**src/rtl/debounced_button_array_if.sv**
```systemverilog
// Pin/strobe bundle for debounced_button_array: raw active-low pins in, debounced
// level plus press/release/long-press strobes out, one bit per channel.
interface debounced_button_array_if #(
    parameter int CHANNELS = 4
);
    logic [CHANNELS-1:0] in;
    logic [CHANNELS-1:0] level;
    logic [CHANNELS-1:0] pressed;
    logic [CHANNELS-1:0] released;
    logic [CHANNELS-1:0] longpress;

    modport master (output in, input level, pressed, released, longpress);
    modport slave  (input in, output level, pressed, released, longpress);
endinterface

```
**src/rtl/debounced_button_array.sv**
```systemverilog
// Per-channel 2-FF synchroniser, debounce counter, long-press detector and optional
// auto-repeat (enabled by defining DEBOUNCED_BUTTON_ARRAY_AUTOREPEAT_EN).
module debounced_button_array #(
    parameter int CHANNELS         = 4,
    parameter int DEBOUNCE_CYCLES  = 100,
    parameter int LONGPRESS_CYCLES = 1000000,
    parameter int REPEAT_CYCLES    = 200000
) (
    input  logic                     clk,
    input  logic                     rst_n,
    debounced_button_array_if.slave  bus
);
    localparam int CW = (DEBOUNCE_CYCLES > 1) ? $clog2(DEBOUNCE_CYCLES) : 1;
    localparam int HW = (LONGPRESS_CYCLES > 0) ? $clog2(LONGPRESS_CYCLES + 1) : 1;

    if (CHANNELS < 1 || DEBOUNCE_CYCLES < 1 || LONGPRESS_CYCLES < 0 || REPEAT_CYCLES < 1) begin : g_param_check
        $error("debounced_button_array: illegal parameter combination");
    end

    // Reset asserts asynchronously, releases two edges later in step with clk.
    logic rst_meta_q, rst_sync_q;
    always_ff @(posedge clk or negedge rst_n) begin
        if (!rst_n) begin
            rst_meta_q <= 1'b0;
            rst_sync_q <= 1'b0;
        end else begin
            rst_meta_q <= 1'b1;
            rst_sync_q <= rst_meta_q;
        end
    end

    logic [CHANNELS-1:0] level_vec, pressed_vec, released_vec, long_vec;

    for (genvar gi = 0; gi < CHANNELS; gi++) begin : g_ch
        logic          sync1_q, sync2_q;
        logic          sampled;
        logic [CW-1:0] cnt_q, cnt_d;
        logic          level_q, level_d;
        logic          pressed_q, pressed_d;
        logic          released_q, released_d;
        logic          long_q, long_d;
        logic          rep_pulse;

        // Pins idle high through the pull-up; a low pin is a press.
        assign sampled = ~sync2_q;

        always_comb begin
            cnt_d   = cnt_q;
            level_d = level_q;
            if (sampled == level_q) begin
                cnt_d = '0;
            end else if (cnt_q == CW'(DEBOUNCE_CYCLES - 1)) begin
                level_d = sampled;
                cnt_d   = '0;
            end else begin
                cnt_d = cnt_q + 1'b1;
            end
        end

        if (LONGPRESS_CYCLES > 0) begin : g_hold
            logic [HW-1:0] hold_q, hold_d;
            logic          lp_d;

            // Count only while held before and after this edge, so a release on
            // the saturating edge suppresses the long-press strobe.
            always_comb begin
                hold_d = '0;
                lp_d   = 1'b0;
                if (level_q && level_d) begin
                    if (hold_q != HW'(LONGPRESS_CYCLES)) begin
                        hold_d = hold_q + 1'b1;
                        lp_d   = (hold_q == HW'(LONGPRESS_CYCLES - 1));
                    end else begin
                        hold_d = hold_q;
                    end
                end
            end

            always_ff @(posedge clk or negedge rst_sync_q) begin
                if (!rst_sync_q) hold_q <= '0;
                else             hold_q <= hold_d;
            end

            assign long_d = lp_d;

`ifdef DEBOUNCED_BUTTON_ARRAY_AUTOREPEAT_EN
            localparam int RW = (REPEAT_CYCLES > 1) ? $clog2(REPEAT_CYCLES) : 1;
            logic [RW-1:0] rep_q, rep_d;
            logic          rep_pulse_d;

            // Runs only once the hold counter has saturated, i.e. after long-press.
            always_comb begin
                rep_d       = '0;
                rep_pulse_d = 1'b0;
                if (level_q && level_d && hold_q == HW'(LONGPRESS_CYCLES)) begin
                    if (rep_q == RW'(REPEAT_CYCLES - 1)) begin
                        rep_pulse_d = 1'b1;
                    end else begin
                        rep_d = rep_q + 1'b1;
                    end
                end
            end

            always_ff @(posedge clk or negedge rst_sync_q) begin
                if (!rst_sync_q) rep_q <= '0;
                else             rep_q <= rep_d;
            end

            assign rep_pulse = rep_pulse_d;
`else
            assign rep_pulse = 1'b0;
`endif
        end else begin : g_no_hold
            assign long_d    = 1'b0;
            assign rep_pulse = 1'b0;
        end

        assign pressed_d  = (level_d & ~level_q) | rep_pulse;
        assign released_d = level_q & ~level_d;

        always_ff @(posedge clk or negedge rst_sync_q) begin
            if (!rst_sync_q) begin
                sync1_q    <= 1'b1;
                sync2_q    <= 1'b1;
                cnt_q      <= '0;
                level_q    <= 1'b0;
                pressed_q  <= 1'b0;
                released_q <= 1'b0;
                long_q     <= 1'b0;
            end else begin
                sync1_q    <= bus.in[gi];
                sync2_q    <= sync1_q;
                cnt_q      <= cnt_d;
                level_q    <= level_d;
                pressed_q  <= pressed_d;
                released_q <= released_d;
                long_q     <= long_d;
            end
        end

        assign level_vec[gi]    = level_q;
        assign pressed_vec[gi]  = pressed_q;
        assign released_vec[gi] = released_q;
        assign long_vec[gi]     = long_q;
    end

    assign bus.level     = level_vec;
    assign bus.pressed   = pressed_vec;
    assign bus.released  = released_vec;
    assign bus.longpress = long_vec;
endmodule

```
**src/flat_wrapper.sv**
```systemverilog
// flat-port wrapper written by rule: the top's interface ports become plain ports
module debounced_button_array_flat 
#(
    parameter int CHANNELS         = 4,
    parameter int DEBOUNCE_CYCLES  = 100,
    parameter int LONGPRESS_CYCLES = 1000000,
    parameter int REPEAT_CYCLES    = 200000
)
  (clk, rst_n, bus_in, bus_level, bus_pressed, bus_released, bus_longpress);
  debounced_button_array_if #(.CHANNELS(CHANNELS)) bus_i ();
  input  logic clk;
  input  logic rst_n;
  input wire logic [$bits(bus_i.in)-1:0] bus_in;
  output wire logic [$bits(bus_i.level)-1:0] bus_level;
  output wire logic [$bits(bus_i.pressed)-1:0] bus_pressed;
  output wire logic [$bits(bus_i.released)-1:0] bus_released;
  output wire logic [$bits(bus_i.longpress)-1:0] bus_longpress;
  assign bus_i.in = bus_in;
  assign bus_level = bus_i.level;
  assign bus_pressed = bus_i.pressed;
  assign bus_released = bus_i.released;
  assign bus_longpress = bus_i.longpress;
  debounced_button_array #(.CHANNELS(CHANNELS), .DEBOUNCE_CYCLES(DEBOUNCE_CYCLES), .LONGPRESS_CYCLES(LONGPRESS_CYCLES), .REPEAT_CYCLES(REPEAT_CYCLES)) u_core (.clk(clk), .rst_n(rst_n), .bus(bus_i));
endmodule
```
**config.mk**
```make
export PLATFORM = sky130hd
export DESIGN_NAME = debounced_button_array_flat
export DESIGN_NICKNAME = d
export VERILOG_FILES = /design/src/rtl/debounced_button_array_if.sv /design/src/rtl/debounced_button_array.sv /design/src/flat_wrapper.sv
export SDC_FILE = /design/constraint.sdc
export NUM_CORES = 1
export LEC_CHECK = 0
export CORE_MARGIN = 10
export CORE_UTILIZATION = 45
export CTS_BUF_LIST = sky130_fd_sc_hd__clkbuf_4 sky130_fd_sc_hd__clkbuf_8
export DETAILED_ROUTE_END_ITERATION = 8
export GPL_TIMING_DRIVEN = 1
export SYNTH_ARGS = -nofsm -noshare
export SYNTH_HDL_FRONTEND = slang
export SYNTH_SLANG_ARGS = --single-unit
```
**constraint.sdc**
```tcl
create_clock -name clk -period 5.2 [get_ports clk]
set_input_delay 1.04 -clock clk [delete_from_list [all_inputs] [get_ports clk]]
set_output_delay 1.04 -clock clk [all_outputs]
set_load 0.005 [all_outputs]
```
Word-level counts from Yosys, hierarchy flattened
Cells that the tools add are included.
{"block": "word_totals", "reg_bits": 134, "input_bits": 6, "out_inout_bits": 16}
{"block": "classes", "addsub": 8, "eq_ne": 20, "muxes": 32, "n_bitwise": 20, "n_reduce_logical": 4}
{"operator": "$mux 20", "n": 8}
{"operator": "$add 20x1->20 const B", "n": 4}
{"operator": "$eq 20x20->1 const B", "n": 4}
{"operator": "$ne 20x20->1 const B", "n": 4}
{"operator": "$mux 7", "n": 8}
{"operator": "$add 7x1->7 const B", "n": 4}
{"operator": "$eq 7x7->1 const B", "n": 4}
{"operator": "$mux 1", "n": 16}
{"operator": "$not 1->1", "n": 12}
{"operator": "$and 1x1->1", "n": 8}
{"operator": "$ne 2x2->1 const B", "n": 4}
{"operator": "$eq 1x1->1", "n": 4}
{"operator": "$logic_and 1x1->1", "n": 4}

Logic depth before layout (Yosys ltp)
Gate-level depths: netlist of the first run.
{"block": "logic_depth", "ltp_word": 5, "ltp_mapped": 6}

Worst setup path after synthesis of the first run
OpenSTA, ideal clock, no wires.
{"block": "synth_timing", "kind": "flip-flop to flip-flop", "start": "reg u_core.g_ch[1].g_hold.hold_q[8]", "end": "reg u_core.g_ch[1].g_hold.hold_q[0]", "arrival_ns": 1.925, "t_required_ns": 5.122, "path_slack_ns": 3.196, "stages_incl_launch_ff": 5, "path_buffers": 0, "path_cell_list": "dfrtp_1 or4b_1 or4_4 or3_1 a21oi_1"}
{"block": "synth_via", "elab_chain_cells": 2}
{"item": "from (decl)", "line": "debounced_button_array.sv:61", "rtl": "logic [HW-1:0] hold_q, hold_d;"}
{"item": "from (signal assigned)", "line": "debounced_button_array.sv:81", "rtl": "else hold_q <= hold_d;"}
{"item": "$ne 20x20->1", "line": "debounced_button_array.sv:70", "rtl": "if (hold_q != HW'(LONGPRESS_CYCLES)) begin"}
{"item": "$ne 2x2->1 (no line)"}
Every way passes these cells.
A chain may end at the register's enable or synchronous reset.

Worst setup path in the final report of the first run
{"block": "layout_timing", "start": "reg u_core.g_ch[1].level_q", "end": "out bus_level[1]"}
{"item": "from (decl)", "line": "debounced_button_array.sv:38", "rtl": "logic level_q, level_d;"}
{"item": "from (signal assigned)", "line": "debounced_button_array.sv:134", "rtl": "level_q <= level_d;"}
{"item": "to (decl)", "line": "flat_wrapper.sv:14", "rtl": "output wire logic [$bits(bus_i.level)-1:0] bus_level;"}
No word-level cell between the ends.

==> results of run 1 <==
-- where the power goes --
group / leakage, nW / internal [mW] / switching [mW] / total (mW)
Combinational: 0.722 / 0.0123 / 0.0198 / 0.0321
Clock: 0.201 / 0.437 / 0.366 / 0.804
Sequential: 1.83 / 1.06 / 0.0190 / 1.08
-- cells by family after synthesis --
kind of cell	after synthesis	share of synthesized area, %
compound gates	80	6.95
fa+ha+maj	12	2.32
simple gates	315	25.9
mux	1	0.155
buf+inv	48	3.74
flops	134	52.0
xor+xnor	65	8.81
other cells	1	0.0580
-- placed cells by master (no fill, tap or decap), drive strengths merged, types with 8 or more instances in the layout --
| cell type | n |
|---|---|
| or4 | 16 |
| nand3 | 55 |
| nor4 | 17 |
| o21ai | 28 |
| nand4 | 22 |
| nor3 | 13 |
| and3 | 16 |
| inv | 21 |
| nor2 | 77 |
| o31ai | 9 |
| clkdlybuf4s50 | 21 |
| dfstp | 8 |
| xor2 | 29 |
| a21oi | 34 |
| ha | 12 |
| nand2 | 41 |
| dfrtp | 126 |
| xnor2 | 36 |
| clkbuf | 29 |
| or3 | 23 |
-- how the worst max path moves through the flow --
stage / slack (ns) / end / cells after the start / startpoint
final: 2.72 / bus_level[1] / 1 / u_core.g_ch[1].level_q
after global routing: 2.59 / bus_level[1] / 1 / u_core.g_ch[1].level_q
after CTS: 2.68 / bus_level[1] / 1 / u_core.g_ch[1].level_q
after detailed placement: 3.05 / u_core.g_ch[1].g_hold.hold_q[1] / 4 / u_core.g_ch[1].g_hold.hold_q[8]
after global placement: 3.10 / u_core.g_ch[2].g_hold.hold_q[18] / 5 / u_core.g_ch[2].g_hold.hold_q[1]
after floorplan: 1.20 / u_core.g_ch[0].cnt_q[0] / 0 / u_core.rst_sync_q
-- state kept, by name (all words and copies together) (netlist names) --
| signal | count |
|---|---|
| u_core.rst_sync_q | 1 |
| u_core.g_ch.g_hold.hold_q | 80 |
| u_core.g_ch.pressed_q | 4 |
| u_core.g_ch.sync1_q | 4 |
| u_core.g_ch.level_q | 4 |
| u_core.g_ch.cnt_q | 28 |
| u_core.g_ch.sync2_q | 4 |
| u_core.rst_meta_q | 1 |
| u_core.g_ch.released_q | 4 |
| u_core.g_ch.long_q | 4 |
-- stage by stage --
stage	utilization [%]	hold slack, ns	setup WS [ns]	std cells	cell area, µm²
CTS	51.0	0.352	2.68	864	7130
floorplan	-	0.331	1.20	656	6460
global placement	48.3	0.337	3.10	832	6750
finish	51.0	0.352	2.72	864	7130
global route	51.0	0.362	2.59	864	7130
detailed placement	48.3	0.339	3.05	832	6750
-- metal layers --
metal / up-vias / share of wire, %
li1: 2351 / -
met1: 2247 / 49
met2: 53 / 47
met3: 9 / 3.5
met4: 0 / 1.0
met5: - / 0
-- area by class of cell --
| cell class | instances | area, µm² | share of cell area [%] |
|---|---|---|---|
| Tap cell | 180 | 225 | 3.16 |
| Clock buffer | 29 | 362 | 5.07 |
| Multi-Input combinational cell | 474 | 2860 | 40.1 |
| Clock inverter | 3 | 17.5 | 0.246 |
| Timing Repair Buffer | 23 | 225 | 3.16 |
| Inverter | 21 | 78.8 | 1.11 |
| Sequential cell | 134 | 3370 | 47.2 |
==> flow_metrics.env, run 1 <==
export IMPL_cts_root_buf="clkbuf_8"
export IMPL_critPathMaxStageDelay_ns=0.55
export IMPL_avgSynthCellArea_um2=9.85
export IMPL_ys_async_sr_fraction_pct=100
export IMPL_ioPinCount=22
export IMPL_setup_tns_final_ns=0
export IMPL_drt_wirelength_per_cell_um=13.6
export IMPL_cpLargestDelayFamily="buffers and inverters"
export IMPL_arrival_ns=1.44
export IMPL_period_minus_slack_ns=2.48
export IMPL_grt_max_degree=68
export IMPL_yosysWarnings=0
export IMPL_numCtsBuffers=17
export IMPL_critPathLaunchType="register"
export IMPL_required_ns=4.16
export IMPL_hold_class="reg -> reg"
export IMPL_syn2layout_area_growth_pct=10.4
export IMPL_clkTransAtPathRegs_ns=0.07
export IMPL_antenna_found_initial=0
export IMPL_ys_flop_type="dfrtp_1"
export IMPL_n_antenna_cell=0
export IMPL_critPathMaxFanout=7
export IMPL_clkSinkCount=134
export IMPL_ctsHtreeMaxLevel=4
export IMPL_worst_pin_slew_ns=0.844
export IMPL_skew_ns=0.0131
export IMPL_hold_buffers=0
export IMPL_use_met1_pct=15.9
export IMPL_cts_tree="built"
export IMPL_clockBufferDepth=2
export IMPL_worstSetupPathType="reg -> out"
export IMPL_routed_via_count=4660
export IMPL_max_vdd_ir_drop_mv=0.241
export IMPL_cp_slowest_cell="clkdlybuf4s50_1"
export IMPL_path_cells="clkdlybuf4s50_1"
export IMPL_dp_hpwl_mm=7.86
export IMPL_port_buffer_count=21
export IMPL_grt_use_met2_pct=19.9
export IMPL_synth_edf_count=0
export IMPL_ys_top_cells_by_count="126 x dfrtp_1, 77 x nor2_1, 55 x nand3_1"
export IMPL_hold_path_endpoint="u_core.rst_sync_q"
export IMPL_p_per_area_nw_per_um2=268
export IMPL_hold_violations=0
export IMPL_r2r_end="u_core.g_ch[2].g_hold.hold_q[18]"
export IMPL_status="finished clean"
export IMPL_synth_top_area_share_pct=48.8
export IMPL_syn_area_um2=6460
export IMPL_die_h_um=140
export IMPL_synth_most_common_cell="dfrtp_1"
export IMPL_rsz0062_at_grt="false"
export IMPL_yosys_top_cells_area="dfrtp_1 49%, xnor2_1 4.9%, nor2_1 4.5%"
export IMPL_top_usage_layer="met2"
export IMPL_min_from="u_core.rst_meta_q"
export IMPL_nFillCells=1303
export IMPL_grt_usage_pct=12.6
export IMPL_timing_rr_start="u_core.g_ch[2].g_hold.hold_q[1]"
export IMPL_die_w_um=140
export IMPL_total_power_mw=1.91
export IMPL_grt_overflow_total=0
export IMPL_rows=43
export IMPL_clock_fmax_ghz=0.404
export IMPL_ant_nets=0
export IMPL_whs_path_depth=0
export IMPL_start_util_pct=46.2
export IMPL_yosysTopAreaCell="dfrtp_1"
export IMPL_totalWireLength_mm=11.8
export IMPL_drive_gt1_share_pct=7.89
export IMPL_syn_nets=674
export IMPL_maxSlewHeadroom_pct=42.9
export IMPL_insertion_delay_ns=0.44
export IMPL_grt_pass1_wl_mm=21.1
export IMPL_syn_instance_count=656
export IMPL_cts_resized=0
export IMPL_via_per_inst=5.39
export IMPL_finalMaxSlewViolations=0
export IMPL_synth_cell_types=42
export IMPL_cap_violations=0
export IMPL_drc=0
export IMPL_cts_setup_buffers=0
export IMPL_finalCritPeriodShare_pct=47.6
export IMPL_core_region_area_um2=14000
export IMPL_reg2reg_depth=5
export IMPL_seq_area_frac_synth_pct=52.0
export IMPL_synth_seq_cells=134
export IMPL_cp_end_kind="primary output"
export IMPL_gp_congestion=0.846
export IMPL_dr_pass1_iters=5
export IMPL_finalSetupViolations=0
export IMPL_die_area_um2=19600
export IMPL_grt_pass1_vias=4587
export IMPL_dr_first_iter_drc_count=258
export IMPL_p_leak_nw=2.75
export IMPL_r2r_slack_ns=3.01
export IMPL_met3_usage_pct=4.01
export IMPL_path_buf_inv=1
export IMPL_finalNetCount=689
Power figures use the tool's default switching activity.
==> run 2, diff against run 1 <==
- clock period: 5.2 -> 2.5 ns (I/O delays scaled with it)
==> run 2 against run 1 <==
Power is 130% higher. Via count grew 1.1%. Critical path depth rose by 3. Register-to-register slack worse by 2.6 ns. Routed wire length up 2.6%. Design area grew 1.7%. Cell count increased by 0.35%. Hold slack lost 0.15 ns. Die area did not move. Clock-buffer cell count is 12 lower. Clock power rose to 2.6 times the previous value. Critical path type is now reg -> reg. Critical endpoint is now u_core.g_ch[1].g_hold.hold_q[0].
==> flow_metrics.env, run 2 (synthesis results as in run 1) <==
export IMPL_pwr_share_comb_pct=2.0
export IMPL_p_per_area_nw_per_um2=609
export IMPL_pre_cts_ws_ns=0.372
export IMPL_critPathMaxStageDelay_ns=0.57
export IMPL_cts_resized=0
export IMPL_timing_rr_start="u_core.g_ch[1].g_hold.hold_q[8]"
export IMPL_grt_overflow_total=0
export IMPL_grt_usage_pct=12.9
export IMPL_p_int_mw=3.50
export IMPL_routed_via_count=4709
export IMPL_cts_setup_buffers=0
export IMPL_path_buf_inv=0
export IMPL_cap_violations=0
export IMPL_ioPinCount=22
export IMPL_fin_ws_ns=0.376
export IMPL_cpLargestDelayFamily="simple AND/OR/NAND/NOR gates"
export IMPL_clockBufferDepth=2
export IMPL_p_sw_share_pct=20.8
export IMPL_port_buffer_count=21
export IMPL_m1WireLength_mm=5.86
export IMPL_cts_root_buf="clkbuf_8"
export IMPL_period_minus_slack_ns=2.12
export IMPL_grt_pass1_vias=4796
export IMPL_cp_end_kind="register"
export IMPL_antenna_found_initial=0
export IMPL_p_leak_nw=2.81
export IMPL_regMostFlops="u_core.g_ch.g_hold.hold_q"
export IMPL_dr_pass1_iters=5
export IMPL_rsz0062_at_grt="false"
export IMPL_critPathMaxFanout=7
export IMPL_worst_pin_slew_ns=0.736
export IMPL_hold_buffers=0
export IMPL_power_frac_clock_pct=47.8
export IMPL_start_util_pct=46.2
export IMPL_skew_ns=0.0174
export IMPL_path_cells="or4b_1 > or4_4 > or3_1 > a21oi_1"
export IMPL_maxSlewHeadroom_pct=50.8
export IMPL_rows=43
export IMPL_worstSetupPathType="reg -> reg"
export IMPL_syn2layout_area_growth_pct=12.3
export IMPL_p_sw_mw=0.921
export IMPL_r2r_slack_ns=0.38
export IMPL_clock_fmax_ghz=0.471
export IMPL_die_area_um2=19600
export IMPL_hold_class="in -> async"
export IMPL_setup_tns_final_ns=0
export IMPL_core_region_area_um2=14000
export IMPL_fin_cells=867
export IMPL_r2r_end="u_core.g_ch[1].g_hold.hold_q[0]"
export IMPL_largest_register_ffs=80
export IMPL_die_w_um=140
export IMPL_grt_max_degree=133
export IMPL_totalWireLength_mm=12.1
export IMPL_cts_tree="built"
export IMPL_drive_gt1_share_pct=8.30
export IMPL_clkSinkCount=134
export IMPL_final_common_cell="dfrtp_1"
export IMPL_reg2reg_depth=4
export IMPL_via_per_inst=5.43
export IMPL_worstSetupEndpoint="u_core.g_ch[1].g_hold.hold_q[0]"
export IMPL_power_frac_seq_pct=50.1
export IMPL_ant_nets=0
export IMPL_hold_violations=0
export IMPL_route_met2_wl_mm=5.71
export IMPL_layout_cells_most_common_list="125 x dfrtp_1, 77 x nor2_1, 55 x nand3_1"
export IMPL_whs_ns=0.202
export IMPL_dr_first_iter_drc_count=245
export IMPL_finalNetCount=692
export IMPL_status="finished clean"
export IMPL_required_ns=2.87
export IMPL_n_antenna_cell=0
export IMPL_drc=0
export IMPL_numCtsBuffers=17
export IMPL_dp_hpwl_mm=7.91
export IMPL_gp_congestion=0.872
export IMPL_finalMaxSlewViolations=0
export IMPL_grt_pass1_wl_mm=21.6
export IMPL_die_h_um=140
export IMPL_place_inst=835
export IMPL_critPathLaunchType="register"
export IMPL_finalSetupViolations=0
export IMPL_insertion_delay_ns=0.45
export IMPL_finalCritPeriodShare_pct=84.9
export IMPL_cp_slowest_cell="or4_4"
export IMPL_cp_depth=4
export IMPL_ctsHtreeMaxLevel=4
export IMPL_arrival_ns=2.50
export IMPL_drt_wirelength_per_cell_um=13.9
export IMPL_highest_signal_layer="met4"
export IMPL_clkTransAtPathRegs_ns=0.08
export IMPL_crit_start="u_core.g_ch[1].g_hold.hold_q[8]"
export IMPL_top_regs="u_core.g_ch.g_hold.hold_q: 80 flops, u_core.g_ch.cnt_q: 28 flops"
export IMPL_route_met3_wl_um=397
export IMPL_max_vdd_ir_drop_mv=0.340
==> run 2: cell types whose count changed in the layout (fill, tap and decap cells not counted) <==
cell and change:
buf_12 +1, buf_4 +2, bufinv_16 +6, clkbuf_4 -6, clkbuf_8 -6, clkinv_2 +4, clkinv_4 +1, clkinvlp_4 +1
==> run 2: power groups by stage <==
stage                     Clock, mW  Combinational (mW)  Sequential (mW)
after global routing           2.27               0.107             2.22
after detailed placement          0              0.0948             2.26
final                          2.12              0.0897             2.22
after floorplan                   0              0.0317             2.28
after global placement            0              0.0921             2.26
after CTS                      2.18              0.0955             2.22
==> run 2: layer usage <==
layer | global-route usage (%) | vias to the layer above
li1 | - | 2350
met1 | 15.8 | 2296
met2 | 20.5 | 57
met3 | 3.88 | 6
met4 | 5.82 | 0
met5 | 0 | -
==> run 2: how the worst min path moves through the flow <==
stage                     cells after the start  slack (ns)           endpoint               from
final                                         1        0.20  u_core.rst_sync_q              rst_n
after global routing                          1        0.18  u_core.rst_sync_q              rst_n
after CTS                                     1        0.18  u_core.rst_sync_q              rst_n
after detailed placement                      0        0.34  u_core.rst_sync_q  u_core.rst_meta_q
after global placement                        0        0.34  u_core.rst_sync_q  u_core.rst_meta_q
after floorplan                               0        0.20  u_core.rst_meta_q              rst_n
==> run 2: per-stage QoR <==
step                area (µm²)  total power, mW  util, %
floorplan                 6460             2.31        -
global placement          6790             2.35     48.5
detailed placement        6790             2.35     48.5
CTS                       7260             4.49     51.9
global route              7260             4.60     51.9
finish                    7260             4.42     51.9
==> run 2: cell type report <==
| class | count | area, µm² |
|---|---|---|
| clock buffer | 17 | 234 |
| clock inverter | 15 | 234 |
| fill | 1291 | 6730 |
| inverter | 21 | 78.8 |
| multi-input combinational | 474 | 2860 |
| sequential | 134 | 3370 |
| tap | 180 | 225 |
| timing repair buffer | 26 | 260 |
